`src/rtl/uart_rx.sv`:
```
// uart_rx: 8N1 serial receiver, LSB first, idle-high line.
// Recovers bytes from a single asynchronous wire. Each good byte appears on
// uart_d_out with a one-cycle uart_rx_valid strobe. A low stop bit gives a
// one-cycle uart_frame_error strobe instead.
module uart_rx #(
  parameter logic [23:0] baud_rate  = 24'd4000000,
  parameter logic [27:0] clock_freq = 28'd50000000
) (
  input  logic       uart_clock,
  input  logic       uart_reset,
  input  logic       uart_d_in,
  output logic [7:0] uart_d_out,
  output logic       uart_rx_valid,
  output logic       uart_frame_error,
  output logic       uart_rx_busy
);

  // Cycles per bit matches the transmitter's hold time; must be at least 4.
  localparam int unsigned BIT_CYCLES = int'(clock_freq) / int'(baud_rate) + 1;
  localparam int unsigned HALF       = BIT_CYCLES / 2;
  localparam logic [23:0] HALF_CNT   = 24'(HALF);
  localparam logic [23:0] LAST_CNT   = 24'(BIT_CYCLES - 1);

  typedef enum logic [2:0] {
    IDLE,
    START,
    DATA,
    STOP,
    WAIT_HIGH
  } state_e;

  logic        sync1_q;
  logic        rx_s;
  state_e      state_q,     state_d;
  logic [23:0] clk_count_q, clk_count_d;
  logic [2:0]  bit_idx_q,   bit_idx_d;
  logic [7:0]  shift_reg_q, shift_reg_d;
  logic [7:0]  d_out_q,     d_out_d;
  logic        valid_q,     valid_d;
  logic        ferr_q,      ferr_d;
  logic        busy_q,      busy_d;

  // Next-state and next-output logic for the receive FSM.
  always_comb begin
    // NOTE: every signal gets a default first so no path leaves one unassigned,
    // which would otherwise infer a latch.
    state_d     = state_q;
    clk_count_d = clk_count_q;
    bit_idx_d   = bit_idx_q;
    shift_reg_d = shift_reg_q;
    d_out_d     = d_out_q;
    valid_d     = 1'b0;
    ferr_d      = 1'b0;

    unique case (state_q)
      IDLE: begin
        clk_count_d = '0;
        bit_idx_d   = '0;
        if (!rx_s) state_d = START;
      end
      START: begin
        // Mid-start-bit check rejects glitches shorter than half a bit.
        if (clk_count_q == HALF_CNT) begin
          clk_count_d = '0;
          state_d     = rx_s ? IDLE : DATA;
        end else begin
          clk_count_d = clk_count_q + 24'd1;
        end
      end
      DATA: begin
        if (clk_count_q == LAST_CNT) begin
          clk_count_d = '0;
          shift_reg_d = {rx_s, shift_reg_q[7:1]};
          bit_idx_d   = bit_idx_q + 3'd1;
          if (bit_idx_q == 3'd7) state_d = STOP;
        end else begin
          clk_count_d = clk_count_q + 24'd1;
        end
      end
      STOP: begin
        if (clk_count_q == LAST_CNT) begin
          clk_count_d = '0;
          if (rx_s) begin
            d_out_d = shift_reg_q;
            valid_d = 1'b1;
            state_d = IDLE;
          end else begin
            ferr_d  = 1'b1;
            state_d = WAIT_HIGH;
          end
        end else begin
          clk_count_d = clk_count_q + 24'd1;
        end
      end
      WAIT_HIGH: begin
        // A held-low line (break) must not be decoded as repeated frames.
        clk_count_d = '0;
        if (rx_s) state_d = IDLE;
      end
      default: state_d = IDLE;
    endcase

    busy_d = (state_d != IDLE);
  end

  // Synchronizer, FSM state and registered outputs; synchronous reset.
  always_ff @(posedge uart_clock) begin
    // NOTE: non-blocking assignments so every flop samples pre-edge values.
    if (uart_reset) begin
      sync1_q     <= 1'b1;
      rx_s        <= 1'b1;
      state_q     <= IDLE;
      clk_count_q <= '0;
      bit_idx_q   <= '0;
      shift_reg_q <= '0;
      d_out_q     <= '0;
      valid_q     <= 1'b0;
      ferr_q      <= 1'b0;
      busy_q      <= 1'b0;
    end else begin
      sync1_q     <= uart_d_in;
      rx_s        <= sync1_q;
      state_q     <= state_d;
      clk_count_q <= clk_count_d;
      bit_idx_q   <= bit_idx_d;
      shift_reg_q <= shift_reg_d;
      d_out_q     <= d_out_d;
      valid_q     <= valid_d;
      ferr_q      <= ferr_d;
      busy_q      <= busy_d;
    end
  end

  assign uart_d_out       = d_out_q;
  assign uart_rx_valid    = valid_q;
  assign uart_frame_error = ferr_q;
  assign uart_rx_busy     = busy_q;

endmodule
```
`config.mk`:
```
export PLATFORM = sky130hd
export DESIGN_NAME = uart_rx
export DESIGN_NICKNAME = d
export VERILOG_FILES = /design/src/rtl/uart_rx.sv
export SDC_FILE = /design/constraint.sdc
export NUM_CORES = 1
export LEC_CHECK = 0
export BUFFER_PORTS_ARGS = -buffer_cell sky130_fd_sc_hd__buf_4
export CAP_MARGIN = 20
export CORE_ASPECT_RATIO = 0.6
export CORE_MARGIN = 4
export CORE_UTILIZATION = 40
export DETAILED_ROUTE_END_ITERATION = 6
export HOLD_SLACK_MARGIN = 0.05
export PLACE_DENSITY_LB_ADDON = 0.15
export SYNTH_ARGS = -nofsm -noshare
export SYNTH_HDL_FRONTEND = slang
export SYNTH_SLANG_ARGS = --single-unit
```
`constraint.sdc`:
```
create_clock -name uart_clock -period 2.1 [get_ports uart_clock]
set_input_delay 0.42 -clock uart_clock [delete_from_list [all_inputs] [get_ports uart_clock]]
set_output_delay 0.42 -clock uart_clock [all_outputs]
set_load 0.02 [all_outputs]
```
==> impl_summary.txt <==
----------------------------------------------------
[Run status]
  Status ... finished clean

[Final layout]
  Area Overhead vs Synth ... 19.4%
  Antenna fix cells ... 0
  Final #Nets ... 280
  Share of cells above drive strength 1 ... 19.8%
  Fin area ... 0.00269 sq mm
  Cell Count, Final, Fillers Out ... 339

[Worst setup path]
  Series of cell instances along the critical path ... inv_1, ha_1, and2_2, a21oi_1, or3_4, a21o_1, or4b_1
  Critical path class ... reg -> reg
  Largest fanout on the critical path ... 5
  Kind of capture point of the worst setup path ... flip-flop
  Crit path max-delay family ... simple AND/OR/NAND/NOR gates
  Buffering stage count on the worst path with inverters included ... 1
  Critical Path Start Type ... flip-flop
  Biggest cell delay along the critical path ... 0.45 ns
  Data arrival time of the critical path ... 2.18 ns
  Critical path's slowest cell ... sky130_fd_sc_hd__or4b_1
  Required time of the worst setup path ... 2.28 ns

[Synthesis]
  Post-Synthesis Net Count ... 257
  Syn_area_per_cell ... 9.03 sq um
  Seq/Total Area, Yosys ... 45.4%
  Distinct cell type count after synthesis ... 37
  Number of enable-type register cells in the synthesized netlist ... 0
  Number of synthesis warnings ... 0
  Post-synthesis instance total ... 249
  Yosys reg bits ... 51
  Netlist area before placement ... 0.00225 sq mm
  Primary flip-flop cell chosen by synthesis mapping ... sky130_fd_sc_hd__dfxtp_1
  Proportion of synthesized flip-flops having asynchronous set or reset ... 0%

[Routing]
  Routed wire length ... 4.48 mm
  Average routed wire per standard cell ... 13.2 um
  Via count ... 1707
  Vias per inst ... 5.04
  Detailed-router iteration count before antenna repair ... 4
  DRC Markers ... 0
  Antenna viol nets, final ... 0
  Initial detailed-routing violation count ... 44

[Placement]
  Detail Placement HPWL ... 3.18 mm
  Pre-CTS setup slack ... 0.0273 ns
  Routability cong. ... 0.810
  Number of I/O port buffers ... 13
  Placed Instance Area ... 0.00251 sq mm
  # placed instances ... 329

[Timing]
  Highest clock rate ... 501 MHz
  Crit path setup slack, layout ... 0.106 ns
  Clock period minus worst slack ... 1.99 ns
  Final hold violation count ... 0
  Period utilisation layout ... 95.0%
  Final Hold Slack ... 0.302 ns
  Final setup fails ... 0
  Worst-case clock skew ... 0.00290 ns
  Slew @ Worst Pin ... 0.520 ns
  Remaining max-slew budget at the tightest pin ... 65.1%
  Max-slew violation total from the final report ... 0

[GRT]
  Number of global-route vias before repair ... 1496
  Number of antenna violations at the first check in global routing ... 0
  All-Layer GR Usage ... 13.8%
  Global-route wire length before repair ... 7.53 mm
  Sum of overflow across all layers after global routing ... 0
  Maximum number of pins on one net before global-route repair ... 28

[CTS]
  Longest Clk Path Bufs ... 2
  Root buffer cell ... sky130_fd_sc_hd__clkbuf_8
  Clock tree from TritonCTS ... built
  Sinks on Clock Net ... 51
  TritonCTS buffer count ... 5
  H-tree depth ... 2
  Hold buffer count at cts ... 0
  Skew-Pair Late Insertion Delay ... 0.30 ns
  Clock edge transition at the registers on the reported setup and hold paths ... 0.09 ns

[Die]
  Num ports ... 14
  Core Region ... 0.00526 sq mm
  Placement row count ... 20
  Starting density of the core ... 42.8%
  Die area ... 0.00693 sq mm
  Die boundary width ... 105 um
  Die Y-Extent ... 66.1 um

[Power]
  Peak VDD IR ... 385 uV
  Pwr Total ... 1.81 mW
  Static power due to leakage ... 1.05 nW
  Power density cells ... 673 mW/mm^2

[Worst hold path]
  Hold crit path type ... in -> reg

[Job]
  Number of violations of the max-capacitance limit ... 0

----------------------------------------------------
==> cell usage after synthesis, types with 4 or more instances <==
cell / n / area [sq um]
sky130_fd_sc_hd__mux2i_1: 16 / 160
sky130_fd_sc_hd__nor3_1: 7 / 35.0
sky130_fd_sc_hd__ha_1: 5 / 62.6
sky130_fd_sc_hd__clkbuf_1: 10 / 37.5
sky130_fd_sc_hd__and3_1: 4 / 25.0
sky130_fd_sc_hd__and2_1: 4 / 25.0
sky130_fd_sc_hd__xor2_1: 21 / 184
sky130_fd_sc_hd__a21oi_1: 5 / 25.0
sky130_fd_sc_hd__nand4_1: 10 / 62.6
sky130_fd_sc_hd__nand2_1: 17 / 63.8
sky130_fd_sc_hd__dfxtp_1: 51 / 1020
sky130_fd_sc_hd__nor2_1: 49 / 184
sky130_fd_sc_hd__nand3_1: 11 / 55.1
==> registers in the layout, summed over array words and instances, names as in the netlist, 3 cells and up <==
signal / flops
state_q: 3
uart_d_out: 8
clk_count_q: 24
shift_reg_q: 8
bit_idx_q: 3
==> final timing paths <==
path / start / slack, ns / depth (start not counted) / end
max: clk_count_q[1] / 0.11 / 7 / uart_rx_busy
min: uart_d_in / 0.30 / 2 / sync1_q
max reg2reg: clk_count_q[1] / 0.11 / 7 / uart_rx_busy
min reg2reg: sync1_q / 0.42 / 1 / rx_s
==> worst reg2reg max path, stage by stage (launching register included) <==
cell	delay, ns
sky130_fd_sc_hd__dfxtp_1	0.36
sky130_fd_sc_hd__inv_1	0.08
sky130_fd_sc_hd__ha_1	0.15
sky130_fd_sc_hd__and2_2	0.20
sky130_fd_sc_hd__a21oi_1	0.08
sky130_fd_sc_hd__or3_4	0.39
sky130_fd_sc_hd__a21o_1	0.17
sky130_fd_sc_hd__or4b_1	0.45
==> cell type report <==
class,count,area [sq um]
Inverter,2,7.51
Sequential cell,51,1020
Clock inverter,2,60.1
Multi-Input combinational cell,183,1200
Clock buffer,6,72.6
Tap cell,66,82.6
Fill cell,472,2570
Timing Repair Buffer,29,243
==> placed cells by master (no fill, tap or decap), drive strengths merged, types with 2 or more instances in the layout <==
cell and count:
a21oi 5, and2 5, and3 4, and4 2, buf 29, bufinv 2
clkbuf 6, dfxtp 51, ha 5, inv 2, mux2i 16, nand2 17
nand3 11, nand4 11, nand4b 2, nor2 49, nor3 7, nor3b 3
nor4 3, o21ai 4, or2 3, or3b 3, xnor2 2, xor2 21
==> power breakdown <==
part	total (mW)	internal, mW	switching [mW]
clock	0.798	0.476	0.321
sequential	0.977	0.971	0.00568
combinational	0.0331	0.0125	0.0207
total	1.81	1.46	0.348
==> per-stage QoR <==
stage                     TNS [ns]  utilization, %
after CTS                        0            50.3
after global placement           0            47.8
after global routing      -0.00696            51.1
after floorplan                  0               -
final                            0            51.1
after detailed placement         0            47.8
==> kinds of logic after synthesis <==
group                    Yosys count  synth area share (%)
multiplexers                      16                  7.12
adder cells (fa/ha/maj)            5                  2.78
buffers and inverters             15                  2.67
XOR/XNOR                          23                  8.95
AO/OA/AOI/OAI                     12                  3.00
flip-flops                        51                  45.4
AND/OR/NAND/NOR                  127                  30.1
==> per-layer routing <==
metal / wire length [um] / share of wire [%] / up-vias / track usage, %
li1: - / - / 895 / -
met1: 2560 / 57 / 769 / 21.5
met2: 1620 / 36 / 39 / 17.6
met3: 248 / 5.5 / 4 / 4.10
met4: 44 / 0.98 / 0 / 3.93
met5: 0 / 0 / - / 0
==> repair_timing <==
item	4_1_cts	5_1_grt
setup endpoints to repair	0	1
buffers inserted	0	2
endpoints found under the hold margin	0	0
resized for setup	0	8
No activity file was read; power rests on OpenSTA's default activity.
